### config.mk
export PLATFORM = sky130hd
export DESIGN_NAME = ssd_scan_driver
export DESIGN_NICKNAME = d
export VERILOG_FILES = /design/src/rtl/ssd_scan_driver.sv
export SDC_FILE = /design/constraint.sdc
export NUM_CORES = 1
export LEC_CHECK = 0
export BUFFER_PORTS_ARGS = -buffer_cell sky130_fd_sc_hd__buf_2
export CORE_MARGIN = 2
export CORE_UTILIZATION = 35
export CTS_BUF_LIST = sky130_fd_sc_hd__clkbuf_8
export CTS_CLUSTER_SIZE = 8
export DETAILED_ROUTE_END_ITERATION = 8
export GPL_TIMING_DRIVEN = 0
export MAX_ROUTING_LAYER = met4
export SYNTH_ARGS = -nofsm -noshare
export SYNTH_HDL_FRONTEND = slang
export SYNTH_SLANG_ARGS = --single-unit
### constraint.sdc
create_clock -name ssd_scan_driver_port_clk -period 5.4 [get_ports ssd_scan_driver_port_clk]
set_input_delay 0.81 -clock ssd_scan_driver_port_clk [delete_from_list [all_inputs] [get_ports ssd_scan_driver_port_clk]]
set_output_delay 0.81 -clock ssd_scan_driver_port_clk [all_outputs]
set_load 0.03 [all_outputs]
### src/rtl/ssd_scan_driver.sv
// Multiplexed seven-segment scan driver: walks one active-low anode per refresh slot
// and shows a frame-coherent snapshot of the hex inputs, with blanking and leading-zero suppression.
module ssd_scan_driver #(
    parameter int DIGITS      = 4,
    parameter int REFRESH_DIV = 100000
) (
    input  logic                  ssd_scan_driver_port_clk,
    input  logic                  ssd_scan_driver_port_rst,
    input  logic [4*DIGITS-1:0]   ssd_scan_driver_port_inp,
    input  logic [DIGITS-1:0]     ssd_scan_driver_port_idp,
    input  logic [DIGITS-1:0]     ssd_scan_driver_port_blank,
    input  logic                  ssd_scan_driver_port_lz,
    output logic [6:0]            ssd_scan_driver_port_cc,
    output logic                  ssd_scan_driver_port_odp,
    output logic [DIGITS-1:0]     ssd_scan_driver_port_an,
    output logic                  ssd_scan_driver_port_frame
);

    localparam int CW = (REFRESH_DIV > 1) ? $clog2(REFRESH_DIV) : 1;
    localparam int IW = (DIGITS > 1) ? $clog2(DIGITS) : 1;
    localparam logic [CW-1:0] SLOT_LAST = CW'(REFRESH_DIV - 1);
    localparam logic [IW-1:0] IDX_LAST  = IW'(DIGITS - 1);

    logic [CW-1:0]          slot_q, slot_d;
    logic [IW-1:0]          idx_q, idx_d;
    logic [4*DIGITS-1:0]    snap_inp_q, snap_inp_d;
    logic [DIGITS-1:0]      snap_idp_q, snap_idp_d;
    logic [DIGITS-1:0]      snap_blank_q, snap_blank_d;
    logic [DIGITS-1:0]      an_q, an_d;
    logic [6:0]             cc_q, cc_d;
    logic                   odp_q, odp_d;
    logic                   frame_q;

    logic                   slot_end;
    logic                   frame_end;
    logic [DIGITS-1:0]      zero_above;
    logic                   zero_run;
    logic [3:0]             nibble;
    logic                   dark;

    function automatic logic [6:0] hex_to_seg(input logic [3:0] n);
        logic [6:0] s;
        case (n)
            4'h0: s = 7'b1000000;
            4'h1: s = 7'b1111001;
            4'h2: s = 7'b0100100;
            4'h3: s = 7'b0110000;
            4'h4: s = 7'b0011001;
            4'h5: s = 7'b0010010;
            4'h6: s = 7'b0000010;
            4'h7: s = 7'b1111000;
            4'h8: s = 7'b0000000;
            4'h9: s = 7'b0010000;
            4'hA: s = 7'b0001000;
            4'hB: s = 7'b0000011;
            4'hC: s = 7'b1000110;
            4'hD: s = 7'b0100001;
            4'hE: s = 7'b0000110;
            default: s = 7'b0001110;
        endcase
        return s;
    endfunction

    assign slot_end  = (slot_q == SLOT_LAST);
    assign frame_end = slot_end && (idx_q == IDX_LAST);

    always_comb begin
        slot_d = slot_end ? '0 : slot_q + 1'b1;
        idx_d  = idx_q;
        if (slot_end) begin
            idx_d = (idx_q == IDX_LAST) ? '0 : idx_q + 1'b1;
        end
    end

    // Inputs are only captured at the frame boundary so a frame never mixes old and new data.
    always_comb begin
        snap_inp_d   = frame_end ? ssd_scan_driver_port_inp   : snap_inp_q;
        snap_idp_d   = frame_end ? ssd_scan_driver_port_idp   : snap_idp_q;
        snap_blank_d = frame_end ? ssd_scan_driver_port_blank : snap_blank_q;
    end

    // zero_above[k] is set when every snapshot nibble from the top digit down to k is zero.
    always_comb begin
        zero_above = '0;
        zero_run   = 1'b1;
        for (int k = DIGITS - 1; k >= 0; k--) begin
            zero_run      = zero_run & (snap_inp_q[4*k +: 4] == 4'h0);
            zero_above[k] = zero_run;
        end
    end

    always_comb begin
        nibble = snap_inp_q[{idx_q, 2'b00} +: 4];
        dark   = snap_blank_q[idx_q]
               | (ssd_scan_driver_port_lz & (idx_q != '0) & zero_above[idx_q]);
        an_d   = '1;
        cc_d   = 7'h7F;
        odp_d  = 1'b1;
        if (!dark) begin
            an_d  = ~(DIGITS'(1) << idx_q);
            cc_d  = hex_to_seg(nibble);
            odp_d = ~snap_idp_q[idx_q];
        end
    end

    always_ff @(posedge ssd_scan_driver_port_clk) begin
        if (ssd_scan_driver_port_rst) begin
            slot_q       <= '0;
            idx_q        <= '0;
            snap_inp_q   <= '0;
            snap_idp_q   <= '0;
            snap_blank_q <= '1;
            an_q         <= '1;
            cc_q         <= 7'h7F;
            odp_q        <= 1'b1;
            frame_q      <= 1'b0;
        end else begin
            slot_q       <= slot_d;
            idx_q        <= idx_d;
            snap_inp_q   <= snap_inp_d;
            snap_idp_q   <= snap_idp_d;
            snap_blank_q <= snap_blank_d;
            an_q         <= an_d;
            cc_q         <= cc_d;
            odp_q        <= odp_d;
            frame_q      <= frame_end;
        end
    end

    assign ssd_scan_driver_port_an    = an_q;
    assign ssd_scan_driver_port_cc    = cc_q;
    assign ssd_scan_driver_port_odp   = odp_q;
    assign ssd_scan_driver_port_frame = frame_q;

endmodule
# [Word level (Yosys, flattened, before mapping)]
# Memories as Yosys holds them, arrays and structs flattened. A register that Yosys moved wholly into a read port is not among the register bits.
# Cells that the tools add are included.
# W data, S select, Z words.
[word_totals] output_inout_bits=13 reg_bits=49 in_bits=27 word_cells=39 romBits=112 memories=1
[op_classes] reduce_logical=8 mux=7 order_cmp=1 n_eq_ne=2 bitwise_logic=8 n_addsub=2 shifts=2
[mem_list] name="(name not given)" depth=16 width=7 rd=1 rd_ports_with_merged_regs=1 wr=0 line="43" source="case (n)"
[op_table] op="$add A17 B1 Y17 const B" n=1
[op_table] op="$eq A17 B17 Y1 const B" n=1
[op_table] op="$logic_not A4 Y1" n=4
[op_table] op="$shiftx A16 B5 Y4" n=1
[op_table] op="$bmux W1 S2" n=3
[op_table] op="$and A1 B1 Y1" n=5
[op_table] op="$not A4 Y4" n=1
[op_table] op="$reduce_or A2 Y1" n=2
[op_table] op="$shl A1 B2 Y4 const A" n=1
[op_table] op="$lt A2 B3 Y1 const B" n=1
[op_table] op="$mux W1" n=3
[op_table] op="$add A2 B1 Y2 const B" n=1
[op_table] op="$eq A2 B2 Y1 const B" n=1
[op_table] op="$mux W2" n=1
[op_table] op="$reduce_bool A2 Y1" n=1
[op_table] op="$logic_and A1 B1 Y1" n=1
[op_table] op="$not A1 Y1" n=1
[op_table] op="$or A1 B1 Y1" n=1

# [Depth between registers and ports, before layout]
[logic_depth] word_depth=9 depth_mapped=8

# [Least setup slack after synthesis]
# OpenSTA, ideal clock, no wires.
[synth_timing] kind="reg-to-reg" start="register idx_q[0]" end="register cc_q[3] (netlist: ssd_scan_driver_port_cc[3])" synth_period_minus_slack_ps=2034 stages_incl_launch_ff=8 required_time_ps=5276 slack_ps=3366 n_path_buf=1 setup_time_ps=124 arrival_ps=1910 cell_sequence="dfxtp_1 > buf_6 > mux4_2 > inv_1 > ha_1 > inv_1 > mux4_2 > nand2b_1"
[synth_via] elab_chain_len=5 elab_cells_between_ends=10 cone_classes="1 x shift; 4 x mux; 3 x bitwise; 2 x reduce/logical"
[synth_rtl] element="from (decl)" line="25" source="logic [IW-1:0] idx_q, idx_d;"
[synth_rtl] element="from (signal assigned)" line="119" source="idx_q <= idx_d;"
[synth_rtl] element="$bmux W1 S2 / $reduce_bool A2 Y1 (equally long branches)" line="95" source="| (ssd_scan_driver_port_lz & (idx_q != '0) & zero_above[idx_q]);"
[synth_rtl] element="$mux W1 (not written as such) / $and A1 B1 Y1 (equally long branches)" line="95"
[synth_rtl] element="$and A1 B1 Y1" line="95"
[synth_rtl] element="$or A1 B1 Y1" line="95"
[synth_rtl] element="$reduce_or A2 Y1 (no source line)"
[synth_rtl] element="to (decl)" line="30" source="logic [6:0] cc_q, cc_d;"
# Parallel ways exist; a longest one is shown, timed or not. The select of a mux whose other input is x is not followed.
# A chain may end at the register's enable or synchronous reset.

# [Worst setup path after layout]
# Ends and elaborated chain as after synthesis.

==> metrics.yaml <==
final_layout:
  n_fill_cell: 673
  fin_nets: 314
  area_growth_pct: 16.7
  final_util_pct: 42.1
  final_layout_size_suffix_gt1_share_pct: 26.0
  antenna_cells: 0
  seq_area_sq_um: 1120
  multi_input_comb_area_sq_um: 1210
synthesis:
  syn_area_sq_um: 2450
  synth_compound_area_share_pct: 11.8
  synth_simple_gate_area_share_pct: 16.4
  synthMuxAreaShare_pct: 8.64
  synth_adder_area_share_pct: 5.62
  syn_nets: 268
  synth-edff-count: 0
  synthArstFlopShare_pct: 0
  synth_flop_cell: "dfxtp_1"
  ys_seq_area_share_pct: 45.8
  syn_inst: 230
  synth_xor_area_share_pct: 7.15
  syn_area_per_cell_sq_um: 10.6
  synth_cell_types: 40
  synth_top_family_by_area: "simple AND/OR/NAND/NOR gates"
  ys_warn_count: 0
  synth_seq_cells: 56
grt:
  first_global_vias: 1634
  antenna_found_initial: 0
  groute.usage.overall_pct: 13.4
  grt_max_degree: 20
  grt_pass1_wl_mm: 7.87
  overflow: 0
sta:
  setup_viol: 0
  finalCritPeriodShare_pct: 41.1
  slew_headroom_pct: 61.6
  period_minus_slack_ps: 2220
  clock_skew_ps: 17.4
  finalSetupTns_ps: 0
  tightest_slew_ps: 570
  worst_slack_ps: 3180
  fmax_ghz: 0.451
  rsz0062_at_grt: "no"
  slew_viol_final: 0
  hold_viol_final: 0
  worst_hold_slack_ps: 471
worst_setup_path:
  end_kind: "flop"
  startpoint: "idx_q[0]"
  critPathMaxFanout: 7
  worstPathArrival_ps: 2420
  r2r_start: "idx_q[0]"
  required_ps: 5610
  path_class: "flop to flop"
  worstSetupStartpointType: "flop"
flow_run:
  cap_viol_max_count: 0
floorplan:
  dieArea_sq_um: 7680
  die_width_um: 87.6
  core_sq_um: 6790
  die_h_um: 87.6
  rows: 30
  start_util_pct: 36.0
  io_pins: 40
detailed_routing:
  via_per_inst: 4.71
  drtPass1Iterations: 6
  drt_wl_total_mm: 4.73
  drcViolationCount: 0
  drt_iter0_drc: 51
  drtAntennaViolNets: 0
  dr_total_vias: 1757
  drt-wirelength-per-cell_um: 12.7
clocking:
  cts_hold_buf: 0
  clk-insertion-delay-late_ps: 320
  cts_resized: 0
  htree_levels: 2
  cts_tree: "done"
  cts_made_buffers: 5
  clk_pin_slew_ps: 100
  cts.sinks: 56
  cts-root-buf: "clkbuf_8"
  clk_path_buf_depth: 2
  cts_setup_buffers: 0
place:
  dp_slack_ps: 3200
  routabilityCongestion: 0.798
  portBuffers: 39
  dp_hpwl_mm: 3.54
pwr:
  powerDensity_nw_per_um2: 237
  ir_drop_uv: 116
  design_power_total_mw: 0.678
  power_leakage_nw: 1.08
outcome:
  status: "finished clean"
min_path:
  min_from: "slot_q[0]"
  hp-class: "flop to flop"
-- registers in the layout (all words and copies together), names as in the netlist --
| register | count |
|---|---|
| snap_inp_q | 16 |
| ssd_scan_driver_port_odp | 1 |
| ssd_scan_driver_port_cc | 7 |
| ssd_scan_driver_port_frame | 1 |
| idx_q | 2 |
| snap_blank_q | 4 |
| ssd_scan_driver_port_an | 4 |
| slot_q | 17 |
| snap_idp_q | 4 |
-- cell families (layout without fill, tap and decap cells) --
kind of cell | after synthesis | count (layout)
buf+inv | 21 | 68
flops | 56 | 56
mux | 11 | 11
compound gates | 36 | 36
simple gates | 75 | 75
fa+ha+maj | 11 | 11
xor+xnor | 20 | 20
-- layout by cell type (no fill, tap or decap), types with 2 or more instances in the layout --
master	count
a22o_1	20
buf_2	42
buf_4	2
buf_6	3
clkbuf_8	5
dfxtp_1	56
ha_1	11
inv_1	11
inv_6	2
mux2i_1	2
mux4_2	8
nand2_1	18
nand2b_1	3
nand3_1	8
nand3b_1	2
nor2_1	22
nor3_1	2
nor4_1	7
o211ai_1	2
o21ai_0	5
o22a_1	4
or2_1	2
or2_2	2
xnor2_1	11
xor2_1	9
-- worst max-delay path, stage by stage (launching register included) --
cell	delay, ps
dfxtp_1	390
buf_6	170
mux4_2	570
inv_1	180
ha_1	150
inv_1	50
mux4_2	440
nand2b_1	150
-- cell usage after synthesis (all sizes together) (2+ instances only) --
cell | instances | share of area [%]
nor2 | 22 | 3.4
buf | 8 | 2.6
inv | 12 | 1.8
nand3b | 2 | 0.61
or2 | 4 | 1.0
mux2i | 2 | 0.82
nor3 | 2 | 0.41
xor2 | 9 | 3.2
xnor2 | 11 | 3.9
o211ai | 2 | 0.61
nand3 | 8 | 1.6
nand2 | 18 | 2.8
and4bb | 2 | 1.0
a22o | 20 | 7.2
nand4 | 2 | 0.77
o21ai | 5 | 1.0
o22a | 4 | 1.4
nand2b | 3 | 0.77
ha | 11 | 5.6
nor4 | 7 | 1.8
mux4 | 8 | 7.4
dfxtp | 56 | 46
-- through the flow --
stage / area [sq um] / instances
after CTS: 2860 / 373
after detailed placement: 2760 / 365
after floorplan: 2450 / 230
after global placement: 2760 / 365
final: 2860 / 373
after global routing: 2860 / 373
-- final cells by class --
cell class	instances	share of cell area (%)
plain buffers	9	2.36
multi-input cells	153	42.5
clock inverters	3	0.876
repair buffers	39	6.83
flip-flops and latches	56	39.2
inverters	12	1.58
well taps	96	4.20
clock buffers	5	2.41
-- final timing paths --
path	cells past startpoint	end	slack, ps
setup / recovery	7	ssd_scan_driver_port_cc[3]	3180
hold / removal	1	slot_q[0]	470
setup reg to reg	7	ssd_scan_driver_port_cc[3]	3180
hold reg to reg	1	slot_q[0]	470
-- routing by layer --
metal	vias to the layer above	global-route usage [%]	share of wire (%)
li1	907	-	-
met1	806	18.6	52
met2	40	19.1	42
met3	4	3.11	4.6
met4	0	4.62	1.1
met5	-	-	0
-- power by group --
| part | internal [mW] | leakage, nW | switching, mW | total [mW] |
|---|---|---|---|---|
| Combinational | 0.0108 | 0.582 | 0.0114 | 0.0222 |
| Clock | 0.0949 | 0.0452 | 0.144 | 0.239 |
| Sequential | 0.415 | 0.452 | 0.00186 | 0.417 |
(Power assumes the default switching activity.)
